`src/rtl/decode_result_collector.sv`:
```
// Re-encodes one-hot decoder words, buffers {error, index} in a FIFO drained over valid/ready,
// and keeps saturating status counters. Optional watchdog: COLLECTOR_TIMEOUT_EN.
module decode_result_collector #(
    parameter int OUTPUT_COUNT   = 16,
    parameter int INDEX_W        = $clog2(OUTPUT_COUNT),
    parameter int FIFO_DEPTH     = 8,
    parameter int CNT_WIDTH      = 16,
    parameter int TIMEOUT_CYCLES = 64
) (
    input  logic                          clk,
    input  logic                          pon_rst_i,
    input  logic [OUTPUT_COUNT-1:0]       decoded_output,
    input  logic                          decode_valid,
    input  logic                          clear_i,
    output logic                          out_valid,
    input  logic                          out_ready,
    output logic [INDEX_W-1:0]            out_index,
    output logic                          out_error,
    output logic [$clog2(FIFO_DEPTH):0]   fifo_level,
    output logic [CNT_WIDTH-1:0]          result_count,
    output logic [CNT_WIDTH-1:0]          error_count,
    output logic                          overflow_o,
    output logic                          timeout_o
);

    localparam int ADDR_W = $clog2(FIFO_DEPTH);
    localparam int PTR_W  = ADDR_W + 1;

    logic [INDEX_W-1:0] enc_index;
    logic               enc_error;
    logic [INDEX_W:0]   mem [FIFO_DEPTH];
    logic [PTR_W-1:0]   wr_ptr;
    logic [PTR_W-1:0]   rd_ptr;
    logic [INDEX_W:0]   head;
    logic               full;
    logic               pop;
    logic               push;

    // Scan from the top so the lowest set bit wins.
    always_comb begin
        enc_index = '0;
        for (int i = OUTPUT_COUNT - 1; i >= 0; i--) begin
            if (decoded_output[i]) enc_index = INDEX_W'(i);
        end
        enc_error = (decoded_output == '0) ||
                    ((decoded_output & (decoded_output - OUTPUT_COUNT'(1))) != '0);
    end

    assign fifo_level = wr_ptr - rd_ptr;
    assign full       = (fifo_level == PTR_W'(FIFO_DEPTH));
    assign out_valid  = (fifo_level != '0);
    assign pop        = out_valid && out_ready;
    assign push       = decode_valid && (!full || pop);
    assign head       = mem[rd_ptr[ADDR_W-1:0]];
    // Gate the head so outputs read zero while empty, including straight out of reset.
    assign out_index  = out_valid ? head[INDEX_W-1:0] : '0;
    assign out_error  = out_valid ? head[INDEX_W] : 1'b0;

    always_ff @(posedge clk) begin
        if (push) mem[wr_ptr[ADDR_W-1:0]] <= {enc_error, enc_index};
    end

    always_ff @(posedge clk) begin
        if (pon_rst_i) begin
            wr_ptr <= '0;
            rd_ptr <= '0;
        end else begin
            if (push) wr_ptr <= wr_ptr + PTR_W'(1);
            if (pop)  rd_ptr <= rd_ptr + PTR_W'(1);
        end
    end

    always_ff @(posedge clk) begin
        if (pon_rst_i) begin
            result_count <= '0;
            error_count  <= '0;
            overflow_o   <= 1'b0;
        end else if (clear_i) begin
            result_count <= '0;
            error_count  <= '0;
            overflow_o   <= 1'b0;
        end else begin
            if (push && (result_count != '1)) result_count <= result_count + CNT_WIDTH'(1);
            if (push && enc_error && (error_count != '1)) error_count <= error_count + CNT_WIDTH'(1);
            if (decode_valid && !push) overflow_o <= 1'b1;
        end
    end

`ifdef COLLECTOR_TIMEOUT_EN
    localparam int WD_W = $clog2(TIMEOUT_CYCLES) + 1;
    logic [WD_W-1:0] wd_cnt;

    always_ff @(posedge clk) begin
        if (pon_rst_i || clear_i) begin
            wd_cnt    <= '0;
            timeout_o <= 1'b0;
        end else begin
            if (decode_valid) wd_cnt <= '0;
            else if (wd_cnt != WD_W'(TIMEOUT_CYCLES)) wd_cnt <= wd_cnt + WD_W'(1);
            if (wd_cnt == WD_W'(TIMEOUT_CYCLES)) timeout_o <= 1'b1;
        end
    end
`else
    assign timeout_o = 1'b0;
`endif

endmodule

```
`config.mk`:
```
export PLATFORM = sky130hd
export DESIGN_NAME = decode_result_collector
export DESIGN_NICKNAME = d
export VERILOG_FILES = /design/src/rtl/decode_result_collector.sv
export SDC_FILE = /design/constraint.sdc
export NUM_CORES = 1
export LEC_CHECK = 0
export ABC_AREA = 1
export CORE_MARGIN = 5
export CORE_UTILIZATION = 50
export DETAILED_ROUTE_END_ITERATION = 12
export PLACE_DENSITY_LB_ADDON = 0.1
export SLEW_MARGIN = 5
export SYNTH_ARGS = -nofsm -noshare
export SYNTH_HDL_FRONTEND = slang
export SYNTH_SLANG_ARGS = --single-unit
```
`constraint.sdc`:
```
create_clock -name clk -period 2.65 [get_ports clk]
set_clock_uncertainty 0.1 [all_clocks]
set_input_delay 0.3975 -clock clk [delete_from_list [all_inputs] [get_ports clk]]
set_output_delay 0.3975 -clock clk [all_outputs]
set_load 0.03 [all_outputs]
```
Word-level counts from Yosys, hierarchy flattened
Memories as Yosys holds them, arrays and structs flattened. A register that Yosys moved wholly into a read port is not among the register bits.
Index checks and enable logic that the tools add are counted.
{ "totals": {"regBits": 41, "latch_bits": 0, "mem_bits_rw": 40, "mem_bits_ro": 0, "elab_cells": 52, "memories": 1} }
{ "classes": {"n_addsub": 6, "multipliers": 0, "n_div": 0, "n_lt_le_gt_ge": 0, "eq_ne": 3, "shifts": 0, "n_mux": 22, "n_bitwise": 1, "reduce_logical": 14} }
{ "memory_table": {"columns": ["memory", "depth", "width", "read_ports", "rd_ports_with_merged_regs", "write_ports", "line", "rtl"], "rows": [
  ["mem", 8, 5, 1, 1, 1, "31", "logic [INDEX_W:0] mem [FIFO_DEPTH];"]
]} }
{ "op_table": {"columns": ["cell", "n"], "rows": [
  ["4-bit two-way mux", 17],
  ["16-bit by 1-bit adder with 16-bit output, second input constant", 2],
  ["16-bit inequality test, second input constant", 2],
  ["16-bit bitwise AND", 1],
  ["16-bit zero test", 1],
  ["16-bit nonzero test", 1],
  ["16-bit by 1-bit subtractor with 16-bit output, second input constant", 1],
  ["4-bit by 1-bit adder with 4-bit output, second input constant", 2],
  ["1-bit logical AND", 6],
  ["3-bit two-way mux", 2],
  ["4-bit equality test, second input constant", 1],
  ["4-bit nonzero test", 1],
  ["4-bit subtractor", 1],
  ["1-bit two-way mux", 3],
  ["1-bit zero test", 2],
  ["1-bit logical OR", 2],
  ["2-bit OR reduction", 1]
]} }

Logic depth before layout (Yosys ltp)
{ "depth": {"depth_word": 16, "mapped_depth": 16} }

Worst setup path before layout
Ideal clock, no wire load.
{ "synth_path": {"path_kind": "reg-to-reg", "from": "register rd_ptr[0]", "to": "memory mem[6][0] (netlist name), enable pin", "t_arrival_ns": 2.259, "t_required_ns": 2.176, "slack_ns": -0.083, "stages_incl_launch_ff": 12, "n_path_buf": 0, "path_cell_list": "dfxtp_1 ha_1 inv_1 fa_1 nor2_1 nand2_1 nor2_1 nand2_2 nand2_4 inv_4 nand2_1 nor3_1"} }
{ "synth_via": {"elab_chain_len": 7} }
{ "synth_rtl": {"columns": ["element", "line", "rtl"], "rows": [
  ["start: declaration", "33", "logic [PTR_W-1:0] rd_ptr;"],
  ["start signal: assignment", "69", "if (pop) rd_ptr <= rd_ptr + PTR_W'(1);"],
  ["4-bit subtractor (*)", "49", "assign fifo_level = wr_ptr - rd_ptr;"],
  ["named net fifo_level[1]", "19", "output logic [$clog2(FIFO_DEPTH):0] fifo_level,"],
  ["4-bit equality test / 4-bit nonzero test (equally long branches)", "50, 51", null],
  ["1-bit zero test / 1-bit logical AND (equally long branches)", "53, 52", null],
  ["1-bit logical OR (*)", "53", "assign push = decode_valid && (!full || pop);"],
  ["1-bit logical AND (*)", "53", null],
  ["1-bit two-way mux (*)", "60", "if (push) mem[wr_ptr[ADDR_W-1:0]] <= {enc_error, enc_index};"],
  ["1-bit two-way mux (implied by the code) (*)", "60", null],
  ["end: declaration", "31", null]
]} }
Mark *: on every way through the listed nets, which the timed path passes. The rest lies on a longest branch.

Worst setup path after layout
{ "layout_path": {"from": "register wr_ptr[0]", "to": "output port out_index[0]"} }
{ "layout_via": {"elab_chain_len": 3} }
{ "layout_rtl": {"columns": ["element", "line", "rtl"], "rows": [
  ["start: declaration", "32", "logic [PTR_W-1:0] wr_ptr;"],
  ["start signal: assignment", "68", "if (push) wr_ptr <= wr_ptr + PTR_W'(1);"],
  ["4-bit subtractor", "49", null],
  ["4-bit nonzero test", "51", "assign out_valid = (fifo_level != '0);"],
  ["4-bit two-way mux", "56", "assign out_index = out_valid ? head[INDEX_W-1:0] : '0;"],
  ["end: declaration", "17", "output logic [INDEX_W-1:0] out_index,"]
]} }
Every way passes these cells.

==> results.yml <==
detailed_routing:
  wire_per_inst_um: 13.0
  dr.pass1.iters: 4
  drt_wl_total_um: 10100
  first_iter_violations: 148
  drc_errors: 0
  ant_nets: 0
  route.vias.total: 3982
  vias_per_cell: 5.12
timing:
  tightest_slew_ns: 0.622
  finalCritPeriodShare_pct: 99.7
  hold_violations: 0
  maxSlewViolCount: 0
  whs_ns: 0.355
  fin_crit_ns: 2.64
  maxSlewHeadroom_pct: 58.1
  max_freq_ghz: 0.379
  fin_ws_ns: 0.00803
  finalSetupViolCount: 0
  rsz0062_at_grt: "true"
  tns_ns: 0
synthesis:
  seq_area_frac_synth_pct: 45.5
  synth_area_um2: 4570
  synthSimpleGateAreaFrac_pct: 28.8
  synth_warnings: 0
  synth-adder-area-share_pct: 2.35
  yosysUniqueCellTypes: 41
  synth_compound_area_share_pct: 11.1
  synth_xor_area_share_pct: 4.79
  synthMuxAreaShare_pct: 0
  synth_cells: 569
  syn_area_per_cell_um2: 8.04
  synth-seq-cells: 84
  synth_top_family_by_area: "simple AND/OR/NAND/NOR gates"
  syn-num-nets: 598
power:
  p_int_mw: 2.41
  vdd_drop_max_mv: 0.332
  clkPwrFrac_pct: 26.5
  power_density_nw_per_um2: 632
  power.share.switching_pct: 34.4
  p_seq_share_pct: 39.3
  p_comb_share_pct: 34.2
  p_leak_nw: 2.20
  switchingPower_mw: 1.27
worst_setup_path:
  critPathRequiredTime_ns: 2.15
  critical_path.max_stage_delay_ns: 0.44
  cp-end-kind: "primary output"
  path_cells: "inv_2 > ha_4 > inv_2 > fa_2 > nor2_1 > nand2_1 > or2_4 > o211a_1 > buf_6"
  cp.arrival_ns: 2.14
  r2r_cells: 15
  critPathKind: "reg -> out"
  cp_max_fo: 7
  crit_top_cell: "inv_2"
  cp_slowest_cell: "fa_2"
  start_kind: "register"
clocking:
  clock_path_buffers: 2
  cts_sinks: 84
  h-tree-depth: 3
  clk_latency_ns: 0.35
  numCtsBuffers: 9
  cts_tree: "done"
  clk_pin_slew_ns: 0.10
  clockRootBuffer: "clkbuf_8"
placed_design:
  post-place-ws_ns: -0.224
  hpwlAfterDp_um: 7300
  port_buffers: 63
  place_congestion: 0.870
  place_area_um2: 5490
hold_path:
  hold_class: "reg -> reg"
  hold_path_depth: 2
global_routing:
  track_usage_pct: 18.4
  overflow: 0
  grt_max_degree: 21
  grt_pass1_wl_um: 17100
  antenna_found_initial: 0
  grt_pass1_vias: 3891
floorplan:
  initial_core_util_pct: 50.5
  io_pins: 65
  die-area_um2: 11200
  die_w_um: 106
  rows: 35
  fp.dieH_um: 106
  design.core.area_um2: 9060
layout:
  num-nets-final: 690
  antenna-diode-count: 0
  areaGrowthSynthToFinish_pct: 27.3
  final_area_um2: 5820
  drive_above_1_share_pct: 16.5
status:
  status: "complete, no violations"
job:
  maxCapViolations: 0
-- layer usage --
layer,wire length [um],share of wire (%),GRT usage (%),vias to the layer above
li1,-,-,-,2078
met1,4620,46,22.4,1837
met2,5040,50,32.8,55
met3,247,2.5,2.82,12
met4,161,1.6,6.57,0
met5,0,0,0,-
-- Yosys cell counts --
master    count  share of area (%)
fa_1          1               0.44
o31ai_1       1               0.16
nor2_2        3               0.41
clkinv_1      1              0.082
buf_2         2               0.22
nor3_1       13                1.4
inv_2         4               0.33
a21oi_2       8                1.5
inv_1        56                4.6
o21ai_1       3               0.33
ha_1          7                1.9
nand3_2       1               0.22
inv_4         1               0.14
a32o_1        5                1.1
clkbuf_1      9               0.74
o22ai_1       1               0.14
o21ai_0       8               0.88
a32oi_1       5               0.96
a21oi_1      42                4.6
buf_6         2               0.49
nand4_1      15                2.1
o211a_1       5                1.1
buf_12        1               0.44
nand2_1     152                 12
buf_4         2               0.33
edfxtp_1     40                 26
a21boi_1      1               0.16
nor2_4        3               0.74
nand3_4       2               0.77
or2_1         1               0.14
nor2_1       59                4.8
dfxtp_1      44                 19
conb_1        1              0.082
xnor2_1       8                1.5
a21boi_0      1               0.16
xor2_1       17                3.3
nor3_2        2               0.44
nand2_2      13                1.8
nand3_1      24                2.6
nor4_1        3               0.41
nand2_4       2               0.49
-- metrics by stage --
step,total power [mW],utilization [%],std cells
floorplan,2.20,-,569
global placement,2.62,60.5,756
detailed placement,2.64,60.5,756
CTS,3.67,63.3,775
global route,3.89,64.2,777
finish,3.68,64.2,777
-- power groups by stage --
stage / sequential [mW] / clock, mW / combinational, mW
floorplan: 1.47 / 0 / 0.726
global placement: 1.47 / 0 / 1.15
detailed placement: 1.47 / 0 / 1.17
CTS: 1.44 / 1.00 / 1.22
global route: 1.45 / 1.07 / 1.37
finish: 1.45 / 0.975 / 1.26
-- layout by cell type (no fill, tap or decap), types with 2 or more instances in the layout --
cell               n
dfxtp_1           42
nor2_4             6
clkdlybuf4s15_1    2
nand2_1          151
a21oi_2            8
buf_6              7
a32oi_1            5
nor3_1            12
nand3_4            3
a32o_1             5
dfxtp_2            2
nor2_1            55
nand4_1           15
inv_8              3
buf_4             29
inv_1             54
o211a_1            5
o21ai_1            3
inv_4              2
clkdlybuf4s50_1   54
nor2_2             4
xor2_1            16
nand3_2            2
a21oi_1           42
inv_6              2
inv_2              5
nand2_2           14
ha_1               6
clkbuf_8           9
edfxtp_1          40
o21ai_0            8
xnor2_1            7
nand3_1           24
nor4_1             3
nor3_2             3
-- worst paths after layout --
| kind | startpoint | to | slack, ns |
|---|---|---|---|
| worst max-delay path | wr_ptr[0] | out_index[0] | 0.008 |
| worst min-delay path | overflow_o | overflow_o | 0.35 |
| worst max register to register | wr_ptr[0] | mem[6][3] | 0.09 |
| worst min register to register | overflow_o | overflow_o | 0.35 |
-- worst max-delay path, delay by kind of cell, from the launching register on --
family	cells	cell delay (ns)
simple gates	3	0.48
flops	1	0.34
fa+ha+maj	2	0.59
compound gates	1	0.15
buf+inv	3	0.25
-- state kept, by name, summed over array words and instances (netlist names), named ones only --
signal and count:
overflow_o 1, mem 40, wr_ptr 4, error_count 16
rd_ptr 4, result_count 16
-- repair_timing --
action / 4_1_cts / 5_1_grt
gates resized for setup: 51 / 16
buffers inserted: 3 / 0
hold endpoints to repair: 0 / 0
endpoints found under the setup margin: 9 / 58
hold buffers: 0 / 0
cloned: 0 / 2
pin swaps: 7 / 7
-- cell type report --
| class | instances | area (um2) |
|---|---|---|
| Tap cell | 111 | 139 |
| Clock inverter | 7 | 88.8 |
| Sequential cell | 84 | 2080 |
| Inverter | 62 | 238 |
| Multi-Input combinational cell | 409 | 2260 |
| Timing Repair Buffer | 95 | 891 |
| Clock buffer | 9 | 124 |
| Fill cell | 782 | 3240 |
-- cells by family after synthesis --
group	after synthesis
DFF	84
xor gates and xnor gates	25
other	1
and+or+nand+nor	293
adders and majority gates	8
AOI/OAI and AO/OA	80
buffers and inverters	78
No activity file was read; power rests on OpenSTA's default activity.
